===== src/rtl/jt10_acc_pkg.sv =====
`default_nettype none
// ============================================================================
// Module   : jt10_acc_pkg
// Purpose  : Shared helpers for the stereo frame accumulator: a
//            width-parametrised saturating clamp, its overflow detect, and
//            the algorithm-to-sum-enable decode.
// Revision : 1.0 - initial release
// ============================================================================
package jt10_acc_pkg;

    // Working width for the saturation helpers; wide enough for any legal
    // WACC/WOUT plus the carry of one addition.
    localparam int SAT_W = 64;

    // Algorithms that differ from the default "only the last operator" mix.
    localparam logic [2:0] ALG_4 = 3'd4;
    localparam logic [2:0] ALG_5 = 3'd5;
    localparam logic [2:0] ALG_6 = 3'd6;
    localparam logic [2:0] ALG_7 = 3'd7;

    // Clamp a signed value to the range of a w-bit signed number.
    function automatic logic signed [SAT_W-1:0] sat_to(
        input logic signed [SAT_W-1:0] x,
        input int                      w
    );
        logic signed [SAT_W-1:0] hi;
        logic signed [SAT_W-1:0] lo;
        hi = (64'sd1 <<< (w - 1)) - 64'sd1;
        lo = -(64'sd1 <<< (w - 1));
        if (x > hi) begin
            return hi;
        end else if (x < lo) begin
            return lo;
        end else begin
            return x;
        end
    endfunction

    // True when clamping x to w bits would change it.
    function automatic logic sat_hit(
        input logic signed [SAT_W-1:0] x,
        input int                      w
    );
        return sat_to(x, w) != x;
    endfunction

    // Which operator stage outputs belong in the channel mix for each
    // algorithm. Stage 3 never appears on its own in any mix.
    function automatic logic alg_sum_en(
        input logic [2:0] alg,
        input logic       s1,
        input logic       s2,
        input logic       s4
    );
        case (alg)
            ALG_4:        return s2 | s4;
            ALG_5, ALG_6: return ~s1;
            ALG_7:        return 1'b1;
            default:      return s4;
        endcase
    endfunction

endpackage
`default_nettype wire


===== src/rtl/jt10_sat_acc.sv =====
`default_nettype none
// ============================================================================
// Module   : jt10_sat_acc
// Purpose  : One side of the stereo mixer: saturating WACC-bit frame
//            accumulator, frame-boundary latch to a WOUT-bit sample with
//            mute, and a per-frame sticky overflow flag.
// Revision : 1.0 - initial release
// ============================================================================
module jt10_sat_acc
    import jt10_acc_pkg::*;
#(
    parameter int WACC = 19,
    parameter int WOUT = 16
) (
    input  logic                   clk,
    input  logic                   rst_n,
    input  logic                   clk_en,
    input  logic                   zero,
    input  logic signed [WACC-1:0] term,
    input  logic                   term_en,
    input  logic                   mute,
    output logic signed [WOUT-1:0] dout,
    output logic                   ovf
);

    logic signed [WACC-1:0]  acc;
    logic                    frame_ovf;

    logic signed [WACC-1:0]  term_v;
    logic signed [SAT_W-1:0] acc_w;
    logic signed [SAT_W-1:0] sum_w;
    logic signed [WACC-1:0]  acc_next;
    logic                    acc_sat;
    logic signed [WOUT-1:0]  out_next;
    logic                    out_sat;

    // Next accumulator value and the clamped output candidate, with the
    // overflow detects for both clamps.
    always_comb begin
        term_v   = term_en ? term : '0;
        acc_w    = SAT_W'(acc);
        sum_w    = acc_w + SAT_W'(term_v);
        acc_next = WACC'(sat_to(sum_w, WACC));
        acc_sat  = sat_hit(sum_w, WACC);
        out_next = WOUT'(sat_to(acc_w, WOUT));
        out_sat  = sat_hit(acc_w, WOUT);
    end

    // Accumulate between boundaries; on a boundary publish the finished
    // frame and restart the sum with the boundary slot's own term.
    always_ff @(posedge clk or negedge rst_n) begin
        if (!rst_n) begin
            acc       <= '0;
            frame_ovf <= 1'b0;
            dout      <= '0;
            ovf       <= 1'b0;
        end else if (clk_en) begin
            if (zero) begin
                dout      <= mute ? '0 : out_next;
                ovf       <= frame_ovf | out_sat;
                acc       <= term_v;
                frame_ovf <= 1'b0;
            end else begin
                acc       <= acc_next;
                frame_ovf <= frame_ovf | acc_sat;
            end
        end
    end

endmodule
`default_nettype wire


===== src/rtl/jt10_multi_acc.sv =====
`default_nettype none
// ============================================================================
// Module   : jt10_multi_acc
// Purpose  : Stereo frame accumulator for the FM/ADPCM mixer. Sums the FM
//            operator outputs selected by algorithm and pan, replaces the
//            FM term with an external stereo source on that source's
//            channel slot, and emits a saturated stereo sample per frame
//            with a one-cycle strobe.
// Revision : 1.0 - initial release
// ============================================================================
module jt10_multi_acc
    import jt10_acc_pkg::*;
#(
    parameter int              WIN      = 14,
    parameter int              WEXT     = 16,
    parameter int              WACC     = 19,
    parameter int              WOUT     = 16,
    parameter int              NEXT     = 2,
    parameter logic [3*NEXT-1:0] EXT_SLOT = {3'd6, 3'd2},
    parameter int              EXT_SHL  = 0
) (
    input  logic                   clk,
    input  logic                   rst_n,
    input  logic                   clk_en,
    input  logic signed [WIN-1:0]  op_result,
    input  logic [1:0]             rl,
    input  logic [2:0]             alg,
    input  logic                   s1_enters,
    input  logic                   s2_enters,
    input  logic                   s3_enters,
    input  logic                   s4_enters,
    input  logic [2:0]             cur_ch,
    input  logic                   zero,
    input  logic [NEXT*WEXT-1:0]   ext_l,
    input  logic [NEXT*WEXT-1:0]   ext_r,
    input  logic [NEXT-1:0]        ext_en,
    input  logic [1:0]             mute,
    output logic signed [WOUT-1:0] left,
    output logic signed [WOUT-1:0] right,
    output logic                   sample,
    output logic [1:0]             ovf
);

    logic                   sum_en;
    logic                   ext_hit;
    logic signed [WACC-1:0] ext_term_l;
    logic signed [WACC-1:0] ext_term_r;
    logic signed [WACC-1:0] fm_term;
    logic signed [WACC-1:0] term_l;
    logic signed [WACC-1:0] term_r;
    logic                   en_l;
    logic                   en_r;

    // Stage 3 never selects a term on its own; kept only for port symmetry.
    logic unused_s3;
    assign unused_s3 = s3_enters;

    // Pick this slot's term: an enabled external source owning the slot
    // wins (lowest index first, hence the descending scan), otherwise the
    // FM operator output gated by algorithm and pan.
    always_comb begin
        sum_en     = alg_sum_en(alg, s1_enters, s2_enters, s4_enters);
        ext_hit    = 1'b0;
        ext_term_l = '0;
        ext_term_r = '0;
        for (int i = NEXT - 1; i >= 0; i--) begin
            if (ext_en[i] && (cur_ch == EXT_SLOT[3*i +: 3])) begin
                ext_hit    = 1'b1;
                ext_term_l = WACC'($signed(ext_l[WEXT*i +: WEXT])) <<< EXT_SHL;
                ext_term_r = WACC'($signed(ext_r[WEXT*i +: WEXT])) <<< EXT_SHL;
            end
        end
        fm_term = WACC'(op_result);
        term_l  = ext_hit ? ext_term_l : fm_term;
        term_r  = ext_hit ? ext_term_r : fm_term;
        en_l    = ext_hit | (sum_en & rl[1]);
        en_r    = ext_hit | (sum_en & rl[0]);
    end

    jt10_sat_acc #(
        .WACC (WACC),
        .WOUT (WOUT)
    ) u_acc_l (
        .clk     (clk),
        .rst_n   (rst_n),
        .clk_en  (clk_en),
        .zero    (zero),
        .term    (term_l),
        .term_en (en_l),
        .mute    (mute[1]),
        .dout    (left),
        .ovf     (ovf[1])
    );

    jt10_sat_acc #(
        .WACC (WACC),
        .WOUT (WOUT)
    ) u_acc_r (
        .clk     (clk),
        .rst_n   (rst_n),
        .clk_en  (clk_en),
        .zero    (zero),
        .term    (term_r),
        .term_en (en_r),
        .mute    (mute[0]),
        .dout    (right),
        .ovf     (ovf[0])
    );

    // One-cycle strobe following each latched frame; drops on the next
    // edge whether or not the slot advances.
    always_ff @(posedge clk or negedge rst_n) begin
        if (!rst_n) begin
            sample <= 1'b0;
        end else begin
            sample <= clk_en & zero;
        end
    end

endmodule
`default_nettype wire


===== config.mk =====
export PLATFORM = sky130hd
export DESIGN_NAME = jt10_multi_acc
export DESIGN_NICKNAME = d
export VERILOG_FILES = /design/src/rtl/jt10_acc_pkg.sv /design/src/rtl/jt10_sat_acc.sv /design/src/rtl/jt10_multi_acc.sv
export SDC_FILE = /design/constraint.sdc
export NUM_CORES = 1
export LEC_CHECK = 0
export ABC_AREA = 1
export BUFFER_PORTS_ARGS = -buffer_cell sky130_fd_sc_hd__buf_2
export CAP_MARGIN = 0
export CORE_ASPECT_RATIO = 0.7
export CORE_MARGIN = 2
export CORE_UTILIZATION = 40
export DETAILED_ROUTE_END_ITERATION = 6
export PLACE_DENSITY = 0.61
export SYNTH_ARGS = -nofsm -noshare
export SYNTH_HDL_FRONTEND = slang
export SYNTH_SLANG_ARGS = --single-unit

===== constraint.sdc =====
create_clock -name clk -period 2.95 [get_ports clk]
set_input_delay 0.59 -clock clk [delete_from_list [all_inputs] [get_ports clk]]
set_output_delay 0.59 -clock clk [all_outputs]
set_load 0.005 [all_outputs]

Yosys cells after proc, flatten, opt, wreduce, memory -nomap -nowiden --
Index checks and enable logic that the tools add are counted.
Operators by class: $add $sub $neg 2, bitwise gates (word level) 11, eq/ne operators 10, order comparisons 8, reductions and logical operators 4, mux-type cells 25
Operators by type and width (number):
- $mux 64 | 8
- $mux 19 | 10
- $gt 64x19->1 const B | 2
- $lt 64x19->1 const B | 2
- $ne 64x19->1 | 2
- $ne 64x64->1 | 2
- $add 19x19->20 | 2
- $gt 19x16->1 const B | 2
- $lt 19x16->1 const B | 2
- $mux 16 | 2
- $eq 3x3->1 const B | 5
- $or 1x1->1 | 7
- $mux 1 | 4
- $and 1x1->1 | 3
- $eq 3x2->1 const B | 1
- $pmux 1 s3 | 1
- $logic_and 1x1->1 | 2
- $reduce_and 2->1 | 1
- $reduce_or 2->1 | 1
- $not 1->1 | 1
Word-level totals: logic and storage cells 69, register bits 75, output and inout bits 35

Logic depth before layout (Yosys ltp) --
Gate-level depths: netlist (run 1).
depth after elaboration 13, depth in mapped cells 36, depth with buffers taken out 35

By module --
From an unflattened synthesis (run 1), not the netlist that was laid out.
Unflattened totals: cells, all modules 1134, area total of the unflattened synthesis 7155.6 sq um
Modules (own cells, without submodules):
- jt10_sat_acc | times used 2, area an instance 3173.0 sq um, cells each 493
- jt10_multi_acc | times used 1, area an instance 809.5 sq um, cells each 148

Worst setup path before layout (run 1) --
No wires, ideal clock.
kind input-to-reg, start point input port cur_ch[1], end point register u_acc_r.frame_ovf, stages 35, setup time 123 ps, data arrival time 4216 ps, path slack -1388 ps, cell sequence inv_1 > nor2_1 > nand2_1 > nor2_4 > nor2_2 > inv_2 > buf_2 > o211ai_1 > nand2_1 > inv_1 > ha_1 > inv_1 > fa_1 > nand3b_2 > nand2_2 > nand2_2 > nand2_2 > nand2_2 > nand2_2 > a21oi_1 > o21bai_1 > xor2_1 > inv_1 > ha_1 > nand3_1 > nor2b_1 > nand3_1 > nor2_1 > nand3_1 > nor2_1 > nand3_1 > nand2_1 > nand3_1 > nand2_1 > a21oi_2
Between the ends: word-level cells in the longest chain between the ends 13, elaborated cells between the ends (all ways) 19
Ends and longest elaborated chain:
- from (decl) | line jt10_multi_acc.sv:32 | input logic [2:0] cur_ch,
- $eq 3x3->1 | line jt10_multi_acc.sv:67 | if (ext_en[i] && (cur_ch == EXT_SLOT[3*i +: 3])) begin
- $logic_and 1x1->1 | line jt10_multi_acc.sv:67
- $mux 19 / $mux 1 (equally long branches) (2 in series) | line jt10_multi_acc.sv:67
- $mux 19 / $or 1x1->1 (equally long branches) | line jt10_multi_acc.sv:75, jt10_multi_acc.sv:77
- $mux 19 (*) | line jt10_sat_acc.sv:40 | term_v = term_en ? term : '0;
- $add 19x19->20 (*) | line jt10_sat_acc.sv:42 | sum_w = acc_w + SAT_W'(term_v);
- $lt 64x19->1 | line jt10_acc_pkg.sv:32 | end else if (x < lo) begin
- $mux 64 | line jt10_acc_pkg.sv:32
- $mux 64 | line jt10_acc_pkg.sv:30 | if (x > hi) begin
- $ne 64x64->1 (*) | line jt10_acc_pkg.sv:44 | return sat_to(x, w) != x;
- $or 1x1->1 (*) | line jt10_sat_acc.sv:65 | frame_ovf <= frame_ovf | acc_sat;
- $mux 1 (*) | line jt10_sat_acc.sv:58 | if (zero) begin
- to (signal assigned) | line jt10_sat_acc.sv:65
- to (decl) | line jt10_sat_acc.sv:27 | logic frame_ovf;
Mark *: on every way between the ends. The rest lies on a longest branch, timed or not. A chain may end at the register's enable or synchronous reset.

Final worst setup path (run 1) --
start point input port cur_ch[1], end point register u_acc_l.frame_ovf
Between the ends: word-level cells in the longest chain between the ends 13, elaborated cells between the ends (all ways) 19
Ends and longest elaborated chain (line):
- $eq 3x3->1 | jt10_multi_acc.sv:67
- $logic_and 1x1->1 | jt10_multi_acc.sv:67
- $mux 19 / $mux 1 (equally long branches) (2 in series) | jt10_multi_acc.sv:67
- $mux 19 / $or 1x1->1 (equally long branches) | jt10_multi_acc.sv:74, jt10_multi_acc.sv:76
- $mux 19 (*) | jt10_sat_acc.sv:40
- $add 19x19->20 (*) | jt10_sat_acc.sv:42
- $lt 64x19->1 | jt10_acc_pkg.sv:32
- $mux 64 | jt10_acc_pkg.sv:32
- $mux 64
- $ne 64x64->1 (*) | jt10_acc_pkg.sv:44
- $or 1x1->1 (*) | jt10_sat_acc.sv:65
- $mux 1 (*) | jt10_sat_acc.sv:58
- to (signal assigned) | jt10_sat_acc.sv:65
- to (decl) | jt10_sat_acc.sv:27
Marks and branches as above.

==> reports/results.ini, run 1 <==
[run_status]
status = finished with violations
failed_checks = setup timing

[yosys]
ys.flop_type = dfrtp_1
synth_compound_area_frac = 0.1943
ys_warn_count = 0
synth.distinct_cells = 45
syn_inst = 1180
synthSimpleGateAreaFrac = 0.3246
syn_nets = 1326
post_synth_xor_area_fraction = 0.01080
synthMuxAreaShare = 0
seq_area_frac_synth = 0.2572
yosys_register_bits = 75
syn_avg_cell_area_um2 = 6.184
syn_area_um2 = 7297
async_reset_ff_frac = 1.000
synthAdderAreaFrac = 0.08436
synth-edff-count = 0
synth_top_family_by_area = simple AND/OR/NAND/NOR gates

[floorplan]
die_w_um = 165.4
start_util = 0.4064
die_y_um = 117.0
core-area_um2 = 17950
dieArea_um2 = 19360
rows = 41
num_io_pins = 133

[worst_setup_path]
crit_type = in2reg
crit_path_end_kind = flip-flop
worstPathMaxFanout = 6
max_stage_delay_ns = 0.32
timing.rr.start = u_acc_l.acc[0]$_DFFE_PN0P_
crit_path_start_kind = input pin
critPathSlowestCell = fa_2
crit_required_ns = 3.16
crit_arrival_ns = 4.42
startpoint = cur_ch[1]

[timing]
hold_viol = 0
worstMarginPinSlew_ns = 1.038
fin_worst_skew_ns = 0.01367
rsz0062_at_grt = true
worst_slack_ns = -1.255
report.final.slew_viol_count = 0
clock.fmax_mhz = 237.8
slew_headroom = 0.3072
fin_tns_setup_ns = -34.71
min_period_over_period = 1.425
min_period_ns = 4.205
setup_violations = 40

[detailed_routing]
avgRoutedWirePerCell_um = 16.72
antenna_left = 0
via_per_inst = 5.139
num_vias = 9364
drt-initial-drc-count = 912
drt_first_pass_iters = 5
wl_um = 30460
drc_errors = 0

[power_and_ir_drop]
p_leak_uw = 0.006182
peakVddDrop_mv = 0.4128
powerDensity_nw_per_um2 = 754.4

[placement]
finalWeightedCongestion = 1.025
dp_hpwl_um = 23340
numPortBuffers = 131
dp_cells = 1729

[grt]
grt_max_degree = 76
grt_util_all_layers = 0.3131
grt_pass1_wl_um = 46020
antenna_found_initial = 0
overflow = 0
first_global_vias = 8749

[clock_tree]
cts_hold_buf = 0
ctsRootBufferMaster = clkbuf_16
clock_latency_ns = 0.34
cts.sinks = 75
clk_pin_slew_ns = 0.07
clockBufferDepth = 2
htree_levels = 3
tritoncts = yes
numCtsBuffers = 9

[cells_and_area]
instances_no_fill = 1822
utilization = 0.6459
antenna_cells = 0
final_cell_mix = 348 x nand2_1, 259 x buf_4, 175 x inv_1
fin_nets = 1727
areaGrowthSynthToFinish_pct = 58.93
final_common_cell = nand2_1
drive_gt1_frac = 0.3897

[min_path]
hp-class = in2async

[job]
cap_violations = 0

metrics by stage:
stage	instance area, um^2	total power, uW	hold WS [ns]	setup WS, ns
after floorplan	7391	4093	0.2944	-1.188
after CTS	11140	8223	0.4435	-1.149
after detailed placement	9828	6410	0.4671	-1.639
after global placement	9828	6368	0.4598	-1.534
after global routing	11600	9383	0.4757	-1.471
final	11600	8749	0.4125	-1.255
where the power goes:
part / switching [uW] / total (uW) / internal (uW)
clock network: 472 / 1070 / 601
logic: 3170 / 6010 / 2840
registers: 332 / 1670 / 1330
flip-flops by register name (all words and copies together) (netlist names):
name and cells:
u_acc_l.acc 19, u_acc_l.ovf 1, u_acc_r.frame_ovf 1, u_acc_r.ovf 1
u_acc_l.frame_ovf 1, u_acc_l.dout 16, sample 1, u_acc_r.acc 19
u_acc_r.dout 16
metal layers:
layer,global-route usage,vias up,share of wire
met1,0.4575,4284,0.48
met4,0.07184,0,0.014
li1,-,4638,-
met5,0,-,0
met3,0.1149,26,0.12
met2,0.4369,416,0.39
worst max-delay path: cells and delay by family:
family / cells / cell delay [ns]
fa+ha+maj: 3 / 0.74
simple gates: 20 / 1.69
compound gates: 4 / 0.52
xor+xnor: 1 / 0.26
buf+inv: 8 / 0.62
final cells by class:
class / instances / area [um^2]
clock buffer: 10 / 239.0
clock inverter: 6 / 48.80
fill: 1657 / 6357
inverter: 203 / 792.0
multi-input combinational: 862 / 5269
sequential: 75 / 1877
tap: 236 / 295.3
timing repair buffer: 430 / 3077
cell families (layout without fill, tap and decap cells):
group,count (synthesis),in the layout
flops,75,75
fa+ha+maj,48,48
xor+xnor,9,9
simple gates,561,561
compound gates,244,244
buf+inv,243,649
timing repair:
action	CTS	global route
setup endpoints to repair	40	40
pin swaps	37	44
cloned	1	0
resized for setup	155	60
buffers inserted	70	17
Yosys cell counts, types with 2 or more instances:
cell type,number,area [um^2]
nand4_1,12,75.07
a2bb2oi_1,2,17.52
xor2_1,5,43.79
dfrtp_1,75,1877
a2111oi_0,2,17.52
nor3_1,13,65.06
xnor2_1,4,35.03
fa_1,2,40.04
nand3_2,3,30.03
o211ai_1,46,345.3
a21oi_1,76,380.4
o41ai_1,2,17.52
and2_1,2,12.51
o31ai_1,3,22.52
buf_4,4,30.03
a22oi_1,4,30.03
a31oi_1,2,12.51
buf_1,3,11.26
inv_1,199,747.0
nand3_1,66,330.3
o21ai_0,93,465.5
o221ai_1,5,43.79
clkbuf_1,28,105.1
buf_2,4,20.02
ha_1,46,575.6
nor2_1,56,210.2
nand3b_1,3,22.52
o21ai_1,3,15.01
nor2_2,2,12.51
or2_2,4,25.02
nand2_2,21,131.4
o21bai_1,2,15.01
nand2_1,373,1400
a21oi_2,2,17.52
inv_2,3,11.26
final timing paths:
kind                                                  to  slack, ns  depth (start not counted)
max                        u_acc_l.frame_ovf$_DFFE_PN0P_      -1.25                         36
min                          u_acc_r.dout[5]$_DFFE_PN0P_       0.41                          1
max reg2reg                u_acc_l.frame_ovf$_DFFE_PN0P_      -0.41                         26
min reg2reg                 u_acc_l.dout[10]$_DFFE_PN0P_       0.48                          2
max in group asynchronous    u_acc_l.acc[18]$_DFFE_PN0P_       1.91                          1
min in group clk            u_acc_l.dout[10]$_DFFE_PN0P_       0.48                          2
Note: power is estimated with default switching activity, not from simulation.
==> run 2, diff against run 1 <==
--- a/config.mk
+++ b/config.mk
@@ -15,4 +15,5 @@
 export PLACE_DENSITY = 0.61
 export SYNTH_ARGS = -nofsm -noshare
 export SYNTH_HDL_FRONTEND = slang
+export SYNTH_HIERARCHICAL = 1
 export SYNTH_SLANG_ARGS = --single-unit
==> reports/results.ini, run 2 <==
[detailed_routing]
avgRoutedWirePerCell_um = 15.77
num_vias = 8365
drt-initial-drc-count = 696
wl_um = 26110
via_per_inst = 5.051
antenna_left = 0
drt_first_pass_iters = 5
drc_errors = 0

[yosys]
syn_area_um2 = 7156
syn_inst = 1134
yosys.area.top_type = dfrtp_1
ys_warn_count = 6
netlist_top_cells_count = 458 x nand2_1, 117 x inv_1, 105 x a21oi_1
synth_top_area_share = 0.2623
synthTopCellsByArea = dfrtp_1 26%, nand2_1 24%, a21oi_1 7.3%
seq_area_frac_synth = 0.2623
syn_avg_cell_area_um2 = 6.310
synth.distinct_cells = 39
ys.flop_type = dfrtp_1
async_reset_ff_frac = 1.000
syn_nets = 1274
synth.most_common_cell = nand2_1
synth-edff-count = 0
yosys_register_bits = 75

[clock_tree]
numCtsBuffers = 9
htree_levels = 3
clock_latency_ns = 0.35
ctsRootBufferMaster = clkbuf_16
clockBufferDepth = 2
clk_pin_slew_ns = 0.06
cts_hold_buf = 0
tritoncts = yes
cts.sinks = 75

[worst_setup_path]
timing.rr.start = u_acc_r/acc[7]$_DFFE_PN0P_
rr_endpoint = u_acc_r/acc[10]$_DFFE_PN0P_
crit_path_start_kind = input pin
crit_required_ns = 3.18
crit_path_end_kind = flip-flop
reg2reg_depth = 12
crit_arrival_ns = 3.35
rrSetupSlack_ns = 0.60
worstPathMaxFanout = 8
crit_type = in2reg

[timing]
clock.fmax_mhz = 320.9
hold_viol = 0
min_period_over_period = 1.056
setup_violations = 38
report.final.slew_viol_count = 0
fin_worst_skew_ns = 0.008222
rsz0062_at_grt = true
worstMarginPinSlew_ns = 1.014
fin_tns_setup_ns = -3.043
worst_slack_ns = -0.1661
slew_headroom = 0.3241
min_period_ns = 3.116

[cells_and_area]
utilization = 0.6012
fin_nets = 1561
nFillCells = 1640
ff_latch_area_um2 = 1877
multi_input_area_um2 = 5255
areaGrowthSynthToFinish_pct = 45.48
final_common_cell = nand2_1
instances_no_fill = 1656
reg_top3 = u_acc_l/acc: 19 flops, u_acc_r/acc: 19 flops
antenna_cells = 0
final_cell_mix = 408 x nand2_1, 171 x buf_4, 128 x buf_2
final_area_um2 = 10410
drive_gt1_frac = 0.3558

[placement]
place_area_um2 = 9423
finalWeightedCongestion = 0.9591
numPortBuffers = 131
dp_hpwl_um = 19760
dp_cells = 1619
post-place-ws_ns = -0.5261

[power_and_ir_drop]
peakVddDrop_mv = 0.3790
powerDensity_nw_per_um2 = 607.1
p_leak_uw = 0.005735

[floorplan]
core-area_um2 = 17320
num_io_pins = 133
die_y_um = 115.9
rows = 40
die_w_um = 163.9
start_util = 0.4132
dieArea_um2 = 18990

[grt]
grt_pass1_wl_um = 40540
first_global_vias = 7585
overflow = 0
grt_max_degree = 76
antenna_found_initial = 0
grt_util_all_layers = 0.2786

[min_path]
hp-class = in2async

[run_status]
failed_checks = setup timing
status = finished with violations

[job]
cap_violations = 0

-- run 2: cell types whose count changed in the layout (fill, tap and decap cells not counted), sizes merged, moves of 6 or more --
cell	before	now
a21oi	78	107
buf	429	316
ha	46	40
inv	204	121
nand2	395	470
nand3	69	102
nor2	59	53
o211ai	46	2
o21ai	97	39
xnor2	4	10
xor2	5	16
-- run 2: cell type report --
type,count,area share
Inverter,120,0.04375
Tap cell,231,0.02776
Sequential cell,75,0.1803
Multi-Input combinational cell,898,0.5048
Clock buffer,9,0.02163
Timing Repair Buffer,317,0.2154
Clock inverter,6,0.006370
-- run 2: per-stage QoR --
| step | hold WS [ns] | power [uW] |
|---|---|---|
| floorplan | 0.2944 | 3417 |
| global placement | 0.4602 | 4740 |
| detailed placement | 0.4681 | 4774 |
| CTS | 0.4522 | 6165 |
| global route | 0.4888 | 6771 |
| finish | 0.4030 | 6320 |
-- run 2: critical path, cell delays in order --
cell	delay [ns]
buf_2	0.14
nand2_2	0.08
nor2_4	0.05
buf_12	0.12
a21oi_4	0.19
nand2_4	0.10
buf_12	0.15
buf_8	0.13
nand2_4	0.05
inv_2	0.04
ha_4	0.31
nand2_4	0.07
nor2_4	0.14
nand2_1	0.08
nand3b_1	0.23
nand4_1	0.16
nand2_2	0.10
a21oi_4	0.24
buf_8	0.19
nand2_2	0.06
nand2_1	0.05
nand2_1	0.05
-- run 2: how the worst max path moves through the flow --
stage / from / to / slack, ns / cells after the start
6_report: cur_ch[2] / u_acc_r/acc[10]$_DFFE_PN0P_ / -0.17 / 22
5_1_grt: cur_ch[2] / u_acc_r/acc[8]$_DFFE_PN0P_ / -0.25 / 23
4_1_cts: cur_ch[1] / u_acc_l/acc[12]$_DFFE_PN0P_ / -0.03 / 22
3_5_place_dp: cur_ch[2] / u_acc_l/acc[12]$_DFFE_PN0P_ / -0.53 / 21
3_3_place_gp: cur_ch[2] / u_acc_l/acc[15]$_DFFE_PN0P_ / -0.45 / 20
2_1_floorplan: cur_ch[0] / u_acc_l/acc[0]$_DFFE_PN0P_ / 0.003 / 23
-- run 2: report_power, final --
group	leakage (uW)	internal, uW	switching, uW	total (uW)
Clock	0.000146	653	469	1120
Sequential	0.000938	1270	275	1550
Combinational	0.00465	1700	1950	3650
Total	0.00573	3630	2690	6320
-- run 2: what timing repair did --
action / CTS / global route
pin swaps: 35 / 19
gates resized for setup: 94 / 39
setup buffers: 15 / 4
setup endpoints to repair: 38 / 40
endpoints found under the hold margin: 0 / 0
gates cloned: 3 / 0
-- run 2: kinds of logic (layout without fill, tap and decap cells) --
logic type,Yosys count,in the layout,share of synthesized area
AND/OR/NAND/NOR,660,660,0.3950
AO/OA/AOI/OAI,170,170,0.1308
buffers and inverters,161,452,0.1046
flip-flops,75,75,0.2623
adder cells (fa/ha/maj),42,42,0.07554
XOR/XNOR,26,26,0.03182
-- run 2: per-layer routing --
layer  vias up  share of wire  GRT usage
li1       4222              -          -
met1      3783           0.52     0.4385
met2       337           0.38     0.3877
met3        23          0.087    0.06120
met4         0         0.0076    0.04795
met5         -              0          0
